`config.mk`:
```
export PLATFORM = sky130hd
export DESIGN_NAME = shift4_deserializer_flat
export DESIGN_NICKNAME = d
export VERILOG_FILES = /design/src/rtl/shift4_deserializer_if.sv /design/src/rtl/shift4_deserializer.sv /design/src/flat_wrapper.sv
export SDC_FILE = /design/constraint.sdc
export NUM_CORES = 1
export LEC_CHECK = 0
export BUFFER_PORTS_ARGS = -buffer_cell sky130_fd_sc_hd__buf_2
export CORE_MARGIN = 1.5
export CORE_UTILIZATION = 30
export CTS_BUF_LIST = sky130_fd_sc_hd__clkbuf_16
export CTS_CLUSTER_SIZE = 25
export DETAILED_ROUTE_END_ITERATION = 6
export PLACE_DENSITY = 0.54
export SYNTH_ARGS = -nofsm -noshare
export SYNTH_HDL_FRONTEND = slang
export SYNTH_SLANG_ARGS = --single-unit
```
`constraint.sdc`:
```
create_clock -name clk -period 1.6 [get_ports clk]
set_input_delay 0.08 -clock clk [delete_from_list [all_inputs] [get_ports clk]]
set_output_delay 0.08 -clock clk [all_outputs]
set_load 0.01 [all_outputs]
```
`src/rtl/shift4_deserializer_if.sv`:
```
// Bus bundle for the LSB-first serial-to-parallel receiver.
// The slave side is the deserializer. The master side is the link and consumer pair that drives it.
interface shift4_deserializer_if #(
  parameter int WIDTH = 4
);
  localparam int CW = $clog2(WIDTH + 1);

  // Serial link side
  logic             clear;
  logic             ena;
  logic             sin;

  // Parallel consumer side
  logic [WIDTH-1:0] q;
  logic             q_valid;
  logic             q_ready;

  // Status
  logic [CW-1:0]    bit_cnt;
  logic             overrun;

  modport slave (
    input  clear,
    input  ena,
    input  sin,
    input  q_ready,
    output q,
    output q_valid,
    output bit_cnt,
    output overrun
  );

  modport master (
    output clear,
    output ena,
    output sin,
    output q_ready,
    input  q,
    input  q_valid,
    input  bit_cnt,
    input  overrun
  );
endinterface

```
`src/rtl/shift4_deserializer.sv`:
```
// Rebuilds parallel words from an LSB-first serial stream.
// Completed words are offered on a valid/ready output with a one-word holding register.
// A word that completes while the holding register is full and not being drained is dropped.
// When that happens, the sticky overrun flag is raised.
module shift4_deserializer #(
  parameter int WIDTH = 4
) (
  input  logic                 clk,
  input  logic                 reset,
  shift4_deserializer_if.slave bus
);

  localparam int CW = $clog2(WIDTH + 1);
  localparam logic [CW-1:0] LAST_BIT = CW'(WIDTH - 1);

  logic [WIDTH-1:0] sreg_q, sreg_d;
  logic [CW-1:0]    cnt_q, cnt_d;
  logic [WIDTH-1:0] word_q, word_d;
  logic             valid_q, valid_d;
  logic             overrun_q, overrun_d;

  // Candidate shift-register contents if this cycle's sample is taken.
  // New bits enter at the MSB, so the first bit received ends up at bit 0.
  logic [WIDTH-1:0] shifted;

  genvar gi;
  generate
    for (gi = 0; gi < WIDTH - 1; gi++) begin : g_shift
      assign shifted[gi] = sreg_q[gi + 1];
    end
  endgenerate
  assign shifted[WIDTH-1] = bus.sin;

  // A word is complete when the final bit of the word is sampled.
  logic complete;
  assign complete = bus.ena && (cnt_q == LAST_BIT);

  // Next-state logic.
  // Clear restarts the frame but leaves the held word alone.
  always_comb begin
    sreg_d    = sreg_q;
    cnt_d     = cnt_q;
    word_d    = word_q;
    valid_d   = valid_q;
    overrun_d = overrun_q;

    if (bus.clear) begin
      sreg_d    = '0;
      cnt_d     = '0;
      overrun_d = 1'b0;
    end else begin
      if (bus.ena) begin
        sreg_d = shifted;
        cnt_d  = complete ? '0 : cnt_q + CW'(1);
      end

      if (complete) begin
        // Holding register is free, or is being drained this very edge.
        if (!valid_q || bus.q_ready) begin
          word_d  = shifted;
          valid_d = 1'b1;
        end else begin
          overrun_d = 1'b1;
        end
      end else if (valid_q && bus.q_ready) begin
        valid_d = 1'b0;
      end
    end
  end

  // State registers with synchronous reset.
  // Reset drops any partial word and any held word.
  always_ff @(posedge clk) begin
    if (reset) begin
      sreg_q    <= '0;
      cnt_q     <= '0;
      word_q    <= '0;
      valid_q   <= 1'b0;
      overrun_q <= 1'b0;
    end else begin
      sreg_q    <= sreg_d;
      cnt_q     <= cnt_d;
      word_q    <= word_d;
      valid_q   <= valid_d;
      overrun_q <= overrun_d;
    end
  end

  assign bus.q       = word_q;
  assign bus.q_valid = valid_q;
  assign bus.bit_cnt = cnt_q;
  assign bus.overrun = overrun_q;

endmodule

```
`src/flat_wrapper.sv`:
```
// flat-port wrapper written by rule: the top's interface ports become plain ports
module shift4_deserializer_flat 
#(
  parameter int WIDTH = 4
)
  (clk, reset, bus_clear, bus_ena, bus_sin, bus_q_ready, bus_q, bus_q_valid, bus_bit_cnt, bus_overrun);
  shift4_deserializer_if #(.WIDTH(WIDTH)) bus_i ();
  input  logic clk;
  input  logic reset;
  input wire logic [$bits(bus_i.clear)-1:0] bus_clear;
  input wire logic [$bits(bus_i.ena)-1:0] bus_ena;
  input wire logic [$bits(bus_i.sin)-1:0] bus_sin;
  input wire logic [$bits(bus_i.q_ready)-1:0] bus_q_ready;
  output wire logic [$bits(bus_i.q)-1:0] bus_q;
  output wire logic [$bits(bus_i.q_valid)-1:0] bus_q_valid;
  output wire logic [$bits(bus_i.bit_cnt)-1:0] bus_bit_cnt;
  output wire logic [$bits(bus_i.overrun)-1:0] bus_overrun;
  assign bus_i.clear = bus_clear;
  assign bus_i.ena = bus_ena;
  assign bus_i.sin = bus_sin;
  assign bus_i.q_ready = bus_q_ready;
  assign bus_q = bus_i.q;
  assign bus_q_valid = bus_i.q_valid;
  assign bus_bit_cnt = bus_i.bit_cnt;
  assign bus_overrun = bus_i.overrun;
  shift4_deserializer #(.WIDTH(WIDTH)) u_core (.clk(clk), .reset(reset), .bus(bus_i));
endmodule
```
==> impl_metrics.json <==
{
  "status": "complete, no violations",
  "core_area_um2": 1580,
  "cp.required_ns": 1.76,
  "cts_tree": "built",
  "yosysSeqAreaShare_pct": 45.4,
  "critPathMaxFanout": 5,
  "path_clk_slew_ns": 0.04,
  "synth.area.top_cells": "dfxtp_1 (45%), mux2i_1 (13%), nand2b_1 (13%)",
  "setup_violations": 0,
  "dieWidth_um": 45,
  "insertion_delay_ns": 0.23,
  "die_y_um": 45,
  "grt_pass1_wl_um": 1420,
  "crit_buf_inv": 0,
  "syn_nets": 58,
  "power_uw": 792,
  "fin_tns_setup_ns": 0,
  "placed_area_um2": 604,
  "post_cts_buffers": 0,
  "dp_hpwl_um": 658,
  "netlist_instances": 51,
  "syn_avg_cell_area_um2": 10.4,
  "io_pins": 15,
  "layout.nets": 75,
  "dieArea_um2": 2030,
  "clock.fmax_ghz": 0.766,
  "ir_drop_mv": 0.710,
  "antenna_found_initial": 0,
  "gp_congestion": 0.709,
  "maxCapViolCount": 0,
  "vias": 371,
  "wl_um": 862,
  "fin_crit_sh_pct": 81.5,
  "critPathCaptureType": "flip-flop",
  "clock-sinks": 12,
  "grt_max_degree": 12,
  "drive_above_1_share_pct": 29.9,
  "slew_headroom_pct": 80.7,
  "fin_skew_ns": 0.00159,
  "final_antenna_net_count": 0,
  "htree_levels": 1,
  "leakagePower_uw": 0.000312,
  "layout_common_cells": "buf_2 (14), dfxtp_1 (12), nand2b_1 (11)",
  "cts_resized": 0,
  "cp_slowest_cell": "dfxtp_1",
  "hold_viol": 0,
  "grt.total_usage_pct": 9.67,
  "synthesis.area_um2": 529,
  "overflow": 0,
  "avgRoutedWirePerCell_um": 10.4,
  "cts-root-buf": "clkbuf_16",
  "rows": 14,
  "drtIter0Drc": 9,
  "start_util_pct": 33.6,
  "final_common_cell": "buf_2",
  "crit_family": "simple AND/OR/NAND/NOR gates",
  "drc": 0,
  "dr.pass1.iters": 3,
  "port-buffer-count": 14,
  "slew_violations": 0,
  "cpPeakStageDelay_ns": 0.36,
  "yosysTopAreaCell": "dfxtp_1",
  "crit_type": "reg -> reg",
  "first_global_vias": 340,
  "cts_made_buffers": 3,
  "worst_slew_pin_slew_ns": 0.289,
  "num_antenna_cells": 0,
  "hold_ws_ns": 0.112,
  "power_density_nw_per_um2": 1160,
  "viasPerCell": 4.47,
  "regArea_um2": 240,
  "hold_class": "in -> reg",
  "rsz0062_at_grt": "no",
  "min_period_ns": 1.30,
  "multi_input_area_um2": 274,
  "start_kind": "flip-flop",
  "yosysTopAreaCellShare_pct": 45.4,
  "final.fill_count": 152,
  "arrival_ns": 1.47,
  "final_area_um2": 683,
  "synth_cell_types": 18,
  "crit_path_cell_trace": "ha_1 > nand3b_4 > nor3_4 > mux2i_1",
  "hold_buffers": 0,
  "yosys_warnings": 0,
  "area_growth_pct": 29.1,
  "synth-seq-cells": 12,
  "clockBufferDepth": 2
}
final timing paths:
path,from,to,slack [ns],depth (start not counted)
min reg2reg,u_core.bus.bit_cnt[2]$_SDFFE_PP0P_,u_core.bus.bit_cnt[2]$_SDFFE_PP0P_,0.44,2
max reg2reg,u_core.bus.bit_cnt[0]$_SDFFE_PP0P_,u_core.bus.q[0]$_SDFFE_PP0P_,0.30,4
max,u_core.bus.bit_cnt[0]$_SDFFE_PP0P_,u_core.bus.q[0]$_SDFFE_PP0P_,0.30,4
min,bus_sin,u_core.sreg_q[3]$_SDFFE_PP0P_,0.11,3
stage by stage:
stage / cells / utilization (%) / setup WS, ns
floorplan: 51 / - / 0.349
global placement: 79 / 38.3 / 0.302
detailed placement: 79 / 38.3 / 0.294
CTS: 83 / 43.3 / 0.283
global route: 83 / 43.3 / 0.220
finish: 83 / 43.3 / 0.295
power by group:
group / switching [uW] / total (uW) / internal [uW]
clock: 124 / 452 / 329
combinational: 18.2 / 34.7 / 16.5
sequential: 2.12 / 305 / 303
total: 144 / 792 / 648
layer usage:
layer / vias to the layer above / GRT usage (%) / wire (um)
met5: - / 0 / 0
met4: 0 / 5.29 / 6
met3: 2 / 3.60 / 29
met2: 5 / 13.4 / 380
met1: 161 / 12.8 / 445
li1: 203 / - / -
registers in the layout, summed over array words and instances (netlist names):
register,cells
u_core.bus.bit_cnt,3
u_core.bus.overrun,1
u_core.bus.q,4
u_core.bus.q_valid,1
u_core.sreg_q,3
cell type report:
class / instances / share of cell area, %
Timing Repair Buffer: 14 / 10.3
Clock buffer: 3 / 11.0
Sequential cell: 12 / 35.2
Tap cell: 16 / 2.93
Multi-Input combinational cell: 37 / 40.1
Clock inverter: 1 / 0.549
cell families (layout without fill, tap and decap cells):
logic type                 Yosys count  count (layout)  share of synthesized area [%]
and+or+nand+nor                     24              24                           30.3
DFF                                 12              12                           45.4
buffers and inverters                2              18                           2.84
muxes                                7               7                           13.2
AOI/OAI and AO/OA                    5               5                           5.91
adders and majority gates            1               1                           2.36
synthesized netlist by cell type:
library cell / count
nor2_1: 5
mux2i_1: 7
nand3_1: 1
and2b_1: 1
a2bb2oi_1: 1
o21a_1: 1
or2_2: 1
nor2b_1: 1
nor3_4: 1
nand3b_4: 1
dfxtp_1: 12
nand2_1: 1
ha_1: 1
a21oi_1: 3
clkbuf_1: 1
nand2b_1: 11
buf_6: 1
nand3b_1: 1
worst min-delay path, stage by stage:
cell and delay (ns):
buf_2 0.09, mux2i_1 0.06, nor2_1 0.08
No activity file was read; power rests on OpenSTA's default activity.
